### config.mk
export PLATFORM = sky130hd
export DESIGN_NAME = block_positions_pipe
export DESIGN_NICKNAME = d
export VERILOG_FILES = /design/src/rtl/block_positions_pipe.sv
export SDC_FILE = /design/constraint.sdc
export NUM_CORES = 2
export LEC_CHECK = 0
export ABC_CLOCK_PERIOD_IN_PS = 67000
export BUFFER_PORTS_ARGS = -buffer_cell sky130_fd_sc_hd__buf_4
export CAP_MARGIN = 20
export CORE_AREA = 2 2 520 522
export CTS_CLUSTER_SIZE = 20
export DETAILED_ROUTE_END_ITERATION = 8
export DIE_AREA = 0 0 522 524
export MAX_ROUTING_LAYER = met4
export PLACE_DENSITY_LB_ADDON = 0.1
export SLEW_MARGIN = 20
export SYNTH_ARGS = -nofsm -noshare
export SYNTH_HDL_FRONTEND = slang
export SYNTH_SLANG_ARGS = --single-unit
### constraint.sdc
create_clock -name clk_in -period 67 [get_ports clk_in]
set_clock_uncertainty 0.15 [all_clocks]
set_input_delay 16.75 -clock clk_in [delete_from_list [all_inputs] [get_ports clk_in]]
set_output_delay 16.75 -clock clk_in [all_outputs]
set_load 0.05 [all_outputs]
### src/rtl/block_positions_pipe.sv
// Two-stage visibility/depth stage for the N nearest blocks.
// Stage 1 classifies each slot against song time, stage 2 produces z and the visible count.
module block_positions_lane #(
  parameter int TIME_WIDTH = 18,
  parameter int ID_WIDTH   = 8,
  parameter int Z_WIDTH    = 14,
  parameter int WINDOW     = 150,
  parameter int Z_SCALE    = 20,
  parameter int Z_FAR      = 3000
) (
  input  logic                  clk_in,
  input  logic                  rst_in,
  input  logic                  en_i,
  input  logic                  ld_i,
  input  logic [TIME_WIDTH-1:0] now_i,
  input  logic [TIME_WIDTH-1:0] t_i,
  input  logic [ID_WIDTH-1:0]   id_i,
  output logic                  vis1_o,
  output logic                  vis_o,
  output logic                  exp_o,
  output logic [Z_WIDTH-1:0]    z_o
);
  localparam int DW = $clog2(WINDOW + 1);

  logic [TIME_WIDTH:0]   now_w, t_w, lim_w;
  logic                  vis_d, exp_d;
  logic [DW-1:0]         dist_d;
  logic                  prev_vis_q;
  logic [ID_WIDTH-1:0]   prev_id_q;
  logic                  vis1_q, exp1_q;
  logic [DW-1:0]         dist1_q;
  logic [31:0]           prod;
  logic [Z_WIDTH-1:0]    z_d;
  logic                  vis_q, exp_q;
  logic [Z_WIDTH-1:0]    z_q;

  // One extra bit so now+WINDOW never wraps near the top of song time.
  always_comb begin
    now_w  = {1'b0, now_i};
    t_w    = {1'b0, t_i};
    lim_w  = now_w + (TIME_WIDTH+1)'(WINDOW);
    vis_d  = (t_w > now_w) && (t_w <= lim_w);
    exp_d  = prev_vis_q && (prev_id_q == id_i) && (t_w <= now_w);
    dist_d = DW'(lim_w - t_w);
  end

  // dist = WINDOW - delta; only meaningful (0..WINDOW-1) for visible slots.
  always_comb begin
    prod = 32'(dist1_q) * 32'(Z_SCALE);
    z_d  = vis1_q ? Z_WIDTH'(32'(Z_FAR) - prod) : '0;
  end

  always_ff @(posedge clk_in or posedge rst_in) begin
    if (rst_in) begin
      prev_vis_q <= 1'b0;
      prev_id_q  <= '0;
      vis1_q     <= 1'b0;
      exp1_q     <= 1'b0;
      dist1_q    <= '0;
      vis_q      <= 1'b0;
      exp_q      <= 1'b0;
      z_q        <= '0;
    end else begin
      if (ld_i) begin
        prev_vis_q <= vis_d;
        prev_id_q  <= id_i;
        vis1_q     <= vis_d;
        exp1_q     <= exp_d;
        dist1_q    <= dist_d;
      end
      if (en_i) begin
        vis_q <= vis1_q;
        exp_q <= exp1_q;
        z_q   <= z_d;
      end
    end
  end

  assign vis1_o = vis1_q;
  assign vis_o  = vis_q;
  assign exp_o  = exp_q;
  assign z_o    = z_q;
endmodule

module block_positions_pipe #(
  parameter int NUM_BLOCKS  = 12,
  parameter int TIME_WIDTH  = 18,
  parameter int COORD_WIDTH = 12,
  parameter int ID_WIDTH    = 8,
  parameter int Z_WIDTH     = 14,
  parameter int WINDOW      = 150,
  parameter int Z_SCALE     = 20,
  parameter int Z_FAR       = 3000
) (
  input  logic                                    clk_in,
  input  logic                                    rst_in,
  input  logic                                    in_valid,
  output logic                                    in_ready,
  input  logic [TIME_WIDTH-1:0]                   curr_time_in,
  input  logic [NUM_BLOCKS-1:0][COORD_WIDTH-1:0]  block_x_in,
  input  logic [NUM_BLOCKS-1:0][COORD_WIDTH-1:0]  block_y_in,
  input  logic [NUM_BLOCKS-1:0][TIME_WIDTH-1:0]   block_time_in,
  input  logic [NUM_BLOCKS-1:0]                   block_color_in,
  input  logic [NUM_BLOCKS-1:0][2:0]              block_direction_in,
  input  logic [NUM_BLOCKS-1:0][ID_WIDTH-1:0]     block_ID_in,
  output logic                                    out_valid,
  input  logic                                    out_ready,
  output logic [TIME_WIDTH-1:0]                   curr_time_out,
  output logic [NUM_BLOCKS-1:0][COORD_WIDTH-1:0]  block_x_out,
  output logic [NUM_BLOCKS-1:0][COORD_WIDTH-1:0]  block_y_out,
  output logic [NUM_BLOCKS-1:0]                   block_color_out,
  output logic [NUM_BLOCKS-1:0][2:0]              block_direction_out,
  output logic [NUM_BLOCKS-1:0][ID_WIDTH-1:0]     block_ID_out,
  output logic [NUM_BLOCKS-1:0][Z_WIDTH-1:0]      block_z_out,
  output logic [NUM_BLOCKS-1:0]                   block_visible_out,
  output logic [NUM_BLOCKS-1:0]                   block_expired_out,
  output logic [$clog2(NUM_BLOCKS+1)-1:0]         visible_count_out
);
  localparam int STAGES = 2;
  localparam int CW     = $clog2(NUM_BLOCKS + 1);

  logic [STAGES:1]                        vld_pipe_q;
  logic                                   en, ld;
  logic [NUM_BLOCKS-1:0]                  vis1;
  logic [CW-1:0]                          cnt_d, cnt_q;
  logic [TIME_WIDTH-1:0]                  time1_q, time2_q;
  logic [NUM_BLOCKS-1:0][COORD_WIDTH-1:0] x1_q, x2_q, y1_q, y2_q;
  logic [NUM_BLOCKS-1:0]                  col1_q, col2_q;
  logic [NUM_BLOCKS-1:0][2:0]             dir1_q, dir2_q;
  logic [NUM_BLOCKS-1:0][ID_WIDTH-1:0]    id1_q, id2_q;

  // Whole pipe stalls together on downstream backpressure.
  assign en       = !vld_pipe_q[STAGES] || out_ready;
  assign ld       = en && in_valid;
  assign in_ready = en;

  for (genvar i = 0; i < NUM_BLOCKS; i++) begin : g_lane
    block_positions_lane #(
      .TIME_WIDTH(TIME_WIDTH), .ID_WIDTH(ID_WIDTH), .Z_WIDTH(Z_WIDTH),
      .WINDOW(WINDOW), .Z_SCALE(Z_SCALE), .Z_FAR(Z_FAR)
    ) u_lane (
      .clk_in (clk_in),
      .rst_in (rst_in),
      .en_i   (en),
      .ld_i   (ld),
      .now_i  (curr_time_in),
      .t_i    (block_time_in[i]),
      .id_i   (block_ID_in[i]),
      .vis1_o (vis1[i]),
      .vis_o  (block_visible_out[i]),
      .exp_o  (block_expired_out[i]),
      .z_o    (block_z_out[i])
    );
  end

  always_comb begin
    cnt_d = '0;
    for (int i = 0; i < NUM_BLOCKS; i++) cnt_d = cnt_d + CW'(vis1[i]);
  end

  always_ff @(posedge clk_in or posedge rst_in) begin
    if (rst_in) begin
      vld_pipe_q <= '0;
      cnt_q      <= '0;
      time1_q    <= '0;  time2_q <= '0;
      x1_q       <= '0;  x2_q    <= '0;
      y1_q       <= '0;  y2_q    <= '0;
      col1_q     <= '0;  col2_q  <= '0;
      dir1_q     <= '0;  dir2_q  <= '0;
      id1_q      <= '0;  id2_q   <= '0;
    end else begin
      if (ld) begin
        time1_q <= curr_time_in;
        x1_q    <= block_x_in;
        y1_q    <= block_y_in;
        col1_q  <= block_color_in;
        dir1_q  <= block_direction_in;
        id1_q   <= block_ID_in;
      end
      if (en) begin
        vld_pipe_q <= {vld_pipe_q[STAGES-1:1], in_valid};
        cnt_q      <= cnt_d;
        time2_q    <= time1_q;
        x2_q       <= x1_q;
        y2_q       <= y1_q;
        col2_q     <= col1_q;
        dir2_q     <= dir1_q;
        id2_q      <= id1_q;
      end
    end
  end

  assign out_valid           = vld_pipe_q[STAGES];
  assign visible_count_out   = cnt_q;
  assign curr_time_out       = time2_q;
  assign block_x_out         = x2_q;
  assign block_y_out         = y2_q;
  assign block_color_out     = col2_q;
  assign block_direction_out = dir2_q;
  assign block_ID_out        = id2_q;
endmodule

* Word-level counts from Yosys, hierarchy flattened
Index checks and enable logic that the tools add are counted.
** Word-level totals
- Latch bits :: 0
- Memories :: 0
- Bits of input ports :: 670
- ROM bits :: 0
- Memory bits (writable) :: 0
- Word-level logic and storage cells :: 321
- Bits in registers :: 1218
** Operators by class
- Shift operators :: 0
- $mul :: 12
- $lt $le $gt $ge :: 36
- Equality and inequality tests :: 12
- Div/mod/pow operators :: 0
- Reductions and logical operators :: 39
- Mux-type cells :: 12
- Add/subtract/negate cells :: 36
- Bitwise gates (word level) :: 0
** Operators by type and width (count)
- $le A18 B19 Y1 :: 12
- $gt A18 B18 Y1 :: 12
- $le A18 B18 Y1 :: 12
- $mux W14 :: 12
- $sub A12 B13 Y14 const A :: 12
- $mul A8 B3 Y11 const B :: 12
- $eq A8 B8 Y1 :: 12
- $sub A8 B8 Y8 :: 12
- $logic_and A1 B1 Y1 :: 37
- $add A4 B1 Y4 :: 8
- $add A18 B8 Y19 const B :: 1
- $add A3 B1 Y4 :: 1
- $add A2 B1 Y3 :: 1
- $add A1 B1 Y2 :: 1
- $logic_not A1 Y1 :: 1
- $logic_or A1 B1 Y1 :: 1

* Logic depth before layout (Yosys ltp)
- Depth after elaboration :: 11
- Mapped depth :: 15

* Cells and area by module
Synthesis repeated with hierarchy kept, for this count alone.
** Unflattened totals
- Cells, all modules :: 7101
- Area total of the unflattened synthesis :: 72904.9 um^2
** Modules (own cells, without submodules)
- block_positions_pipe :: area an instance 34712.0 um^2, cells an instance 2905, seq. area each 22671.7 um^2, instances 1
- block_positions_lane at g_lane[0].u_lane ... :: area an instance 3175.5 um^2, cells an instance 355, seq. area each 800.8 um^2, instances 5
- block_positions_lane at g_lane[2].u_lane ... :: area an instance 3183.1 um^2, cells an instance 346, seq. area each 800.8 um^2, instances 4
- block_positions_lane at g_lane[3].u_lane :: area an instance 3196.8 um^2, cells an instance 345, seq. area each 800.8 um^2, instances 1
- block_positions_lane at g_lane[1].u_lane :: area an instance 3195.6 um^2, cells an instance 346, seq. area each 800.8 um^2, instances 1
- block_positions_lane at g_lane[6].u_lane :: area an instance 3190.6 um^2, cells an instance 346, seq. area each 800.8 um^2, instances 1

* Worst setup path after synthesis
No wires, ideal clock.
- Kind :: input to output
- Start :: input out_ready
- End :: output in_ready
- Path slack :: 32079 ps
- Data arrival time :: 18021 ps
- Cell stages on the path :: 5
- Path buffers :: 3
- Data required time :: 50100 ps
- Cell sequence :: nor2b_1 -> inv_1 -> clkbuf_1 -> clkbuf_1 -> clkbuf_1
** On the way
- Longest elaborated chain between the ends :: 1
** Ends and longest elaborated chain
- start, declared :: RTL line 107 : input logic out_ready,
- $logic_or A1 B1 Y1 :: RTL line 133 : assign en = !vld_pipe_q[STAGES] || out_ready;
- end, declared :: RTL line 98 : output logic in_ready,
Every way passes these cells.

* Worst setup path in the final report
Same ends and word-level chain as after synthesis.

==> results.toml <==
[final_layout]
syn_to_final_growth_pct = 29.1
num-fill-cells = 28296
drive_gt1_frac = 0.192
fin_cells = 12453
nets = 10037

[clock_network]
insertion_delay_ps = 810
cts_sinks = 1194
clk_path_buf_depth = 4
cts_buffers = 162
cts_tree = "done"
cts_resized = 0
path_clk_slew_ps = 60
hold_buffers = 0
cts_setup_buffers = 0
htree_levels = 4
root_buffer = "clkbuf_16"

[global_routing]
overflow = 0
grt_first_pass_wirelength_um = 424000
first_global_vias = 55733
antenna_found_initial = 99
grt_util_all_layers = 0.221
grt_max_degree = 163

[critical_path]
critPathBufInv = 3
critPathRequiredTime_ps = 50100
slowest_stage = "nor2b_4"
cp-start-kind = "input pin"
cp.arrival_ps = 18050
path_cells = "buf_4, nor2b_4, inv_8, buf_4"
cpPeakStageDelay_ps = 640
reg2reg_from = "vld_pipe_q[2]"
path_class = "in -> out"
cp_top_family = "simple AND/OR/NAND/NOR gates"
reg2reg_slack_ps = 62230
cp_max_fo = 33
rr_endpoint = "g_lane[10].u_lane.z_o[13]"
crit_top_cell = "buf_4"
rr_worst_depth = 7
critPathCaptureType = "output port"

[logic_synthesis]
synth_area_mm2 = 0.0654
yosys.area.top_type = "dfrtp_1"
synth_fa_ha_area_frac = 0.127
synth_top_family_by_area = "simple AND/OR/NAND/NOR gates"
netlist.area_leader.share = 0.457
synth_area_leaders = "dfrtp_1, nand2_1, ha_1, xnor2_1, xor2_1"
yosys-top-cells-count = "nand2_1, dfrtp_1, ha_1, o21ai_0, inv_1"
synth_compound_area_frac = 0.102
synth.most_common_cell = "nand2_1"
synth-seq-area-share = 0.457
ys_async_sr_fraction = 1.00
synth_xor_area_frac = 0.0496
synthCells = 7512
synth-simple-area-share = 0.222
ys_ff_latch = 1194
synthDistinctLibCells = 76
synthFlopType = "dfrtp_1"
synth_edf_count = 0
synth_area_per_cell_um2 = 8.71
muxShareOfSynthArea = 0.00352
yosysWarningCount = 0

[power]
p_leak_uw = 0.0442
ir_drop_mv = 0.0190
finalPower_uw = 3050
powerDensity_mw_per_mm2 = 36.2

[sta]
period_share = 0.522
drv_slew = 0
finalSetupTns_ps = 0
rsz0062_at_grt = "false"
fmax_mhz = 28.6
maxSlewHeadroom = 0.182
worst_pin_slew_ps = 1230
post-route-min-period_ps = 34950
setup_viol_count_final = 0
hold_violations = 0

[detailed_routing]
via_per_inst = 4.63
drt_iter0_markers = 4246
wirelength_um = 305000
drcViolationCount = 0
vias = 57642
wl_met1_um = 133000
firstDrtPassIters = 6
dr.max_layer_used = "met4"
routedWlPerCell_um = 24.5
wl_met2_um = 144000
ant_nets = 0
wl_met3_um = 19400

[die]
initial_core_util = 0.245
fp.dieW_um = 522
coreArea_mm2 = 0.267
fp.dieH_um = 524
io_pins = 1318
rows = 190
dieArea_mm2 = 0.274

[min_path]
min_path_cells = 2
hold_start = "y1_q[133]"
hold_path_class = "reg -> reg"
holdPathEnd = "block_y_out[133]"

[placement]
portBuffers = 1293
dp.cells = 12129
globalplace.congestion = 0.901
dp_hpwl_um = 232000

[status]
outcome = "complete, no violations"

[run]
max_cap_violations = 0
==> cell families after synthesis <==
logic type	count (synthesis)
xor gates and xnor gates	358
AOI/OAI and AO/OA	1046
DFF	1194
muxes	23
adders and majority gates	648
buffers and inverters	628
other	1
and+or+nand+nor	3614
==> placed cells by master, fill, tap and decap left out, types with 14 or more instances in the layout <==
cell	count
a211oi_1	22
nor4_1	54
clkinv_2	21
mux2i_1	23
a31o_2	28
o21bai_1	57
clkbuf_1	38
nand4_1	73
o21a_1	18
o31ai_1	52
o211ai_1	23
o2111ai_1	25
and3_1	35
dfrtp_1	1194
nor2b_1	25
a21o_1	122
buf_4	1392
diode_2	45
inv_1	270
clkbuf_16	165
conb_1	24
maj3_1	21
nand2_1	3130
xor2_1	165
nor2_1	98
nand3_1	65
and4_1	14
nand2b_1	15
a22oi_1	30
a21oi_1	253
o31a_1	16
xnor2_1	176
ha_1	593
nor3_1	40
o21ai_0	288
fa_1	31
clkbuf_8	35
==> worst reg2reg max path, cell delays in order, from the launching register on <==
cell	delay, ps
dfrtp_1	390
nor2b_4	710
buf_4	610
buf_4	630
buf_4	910
buf_4	860
a21oi_1	220
a22oi_1	210
==> per-layer routing <==
metal | up-vias | global-route usage
li1 | 27268 | -
met1 | 28095 | 0.281
met2 | 1867 | 0.352
met3 | 412 | 0.0456
met4 | 0 | 0.0651
met5 | - | -
==> worst max path at each step <==
stage | from | endpoint | slack, ps | depth (start not counted)
5_1_grt | out_ready | in_ready | 31980 | 4
3_5_place_dp | out_ready | in_ready | 32030 | 4
4_1_cts | out_ready | in_ready | 32030 | 4
6_report | out_ready | in_ready | 32050 | 4
3_3_place_gp | out_ready | in_ready | 32040 | 4
2_1_floorplan | rst_in | block_ID_out[0] | 16460 | 1
==> where the power goes <==
part           switching (µW)  internal, µW  total [µW]
logic                     833           393        1230
registers                 104           864         969
clock network             343           516         859
==> state kept, by name, summed over array words and instances, names as in the netlist, 96 cells and up <==
| signal | count |
|---|---|
| block_ID_out | 96 |
| block_x_out | 144 |
| block_y_out | 144 |
| g_lane.u_lane.dist1_q | 96 |
| g_lane.u_lane.prev_id_q | 96 |
| g_lane.u_lane.z_o | 144 |
| x1_q | 144 |
| y1_q | 144 |
==> layout make-up <==
type,count,area (µm²),area share
Multi-Input combinational cell,5713,33200,0.393
Sequential cell,1194,29900,0.354
Timing Repair Buffer,1399,10600,0.125
Clock buffer,238,4750,0.0563
Tap cell,3552,4440,0.0526
Inverter,273,1040,0.0123
Clock inverter,39,435,0.00515
Antenna cell,45,113,0.00133
==> per-stage QoR <==
stage	hold slack, ps	cell area (µm²)	utilization	worst slack (ps)
floorplan	285	65500	-	16460
global placement	302	79100	0.296	32040
detailed placement	305	79100	0.296	32030
CTS	279	84300	0.315	32030
global route	302	84500	0.316	31980
finish	282	84500	0.316	32050
(Power assumes the default switching activity.)
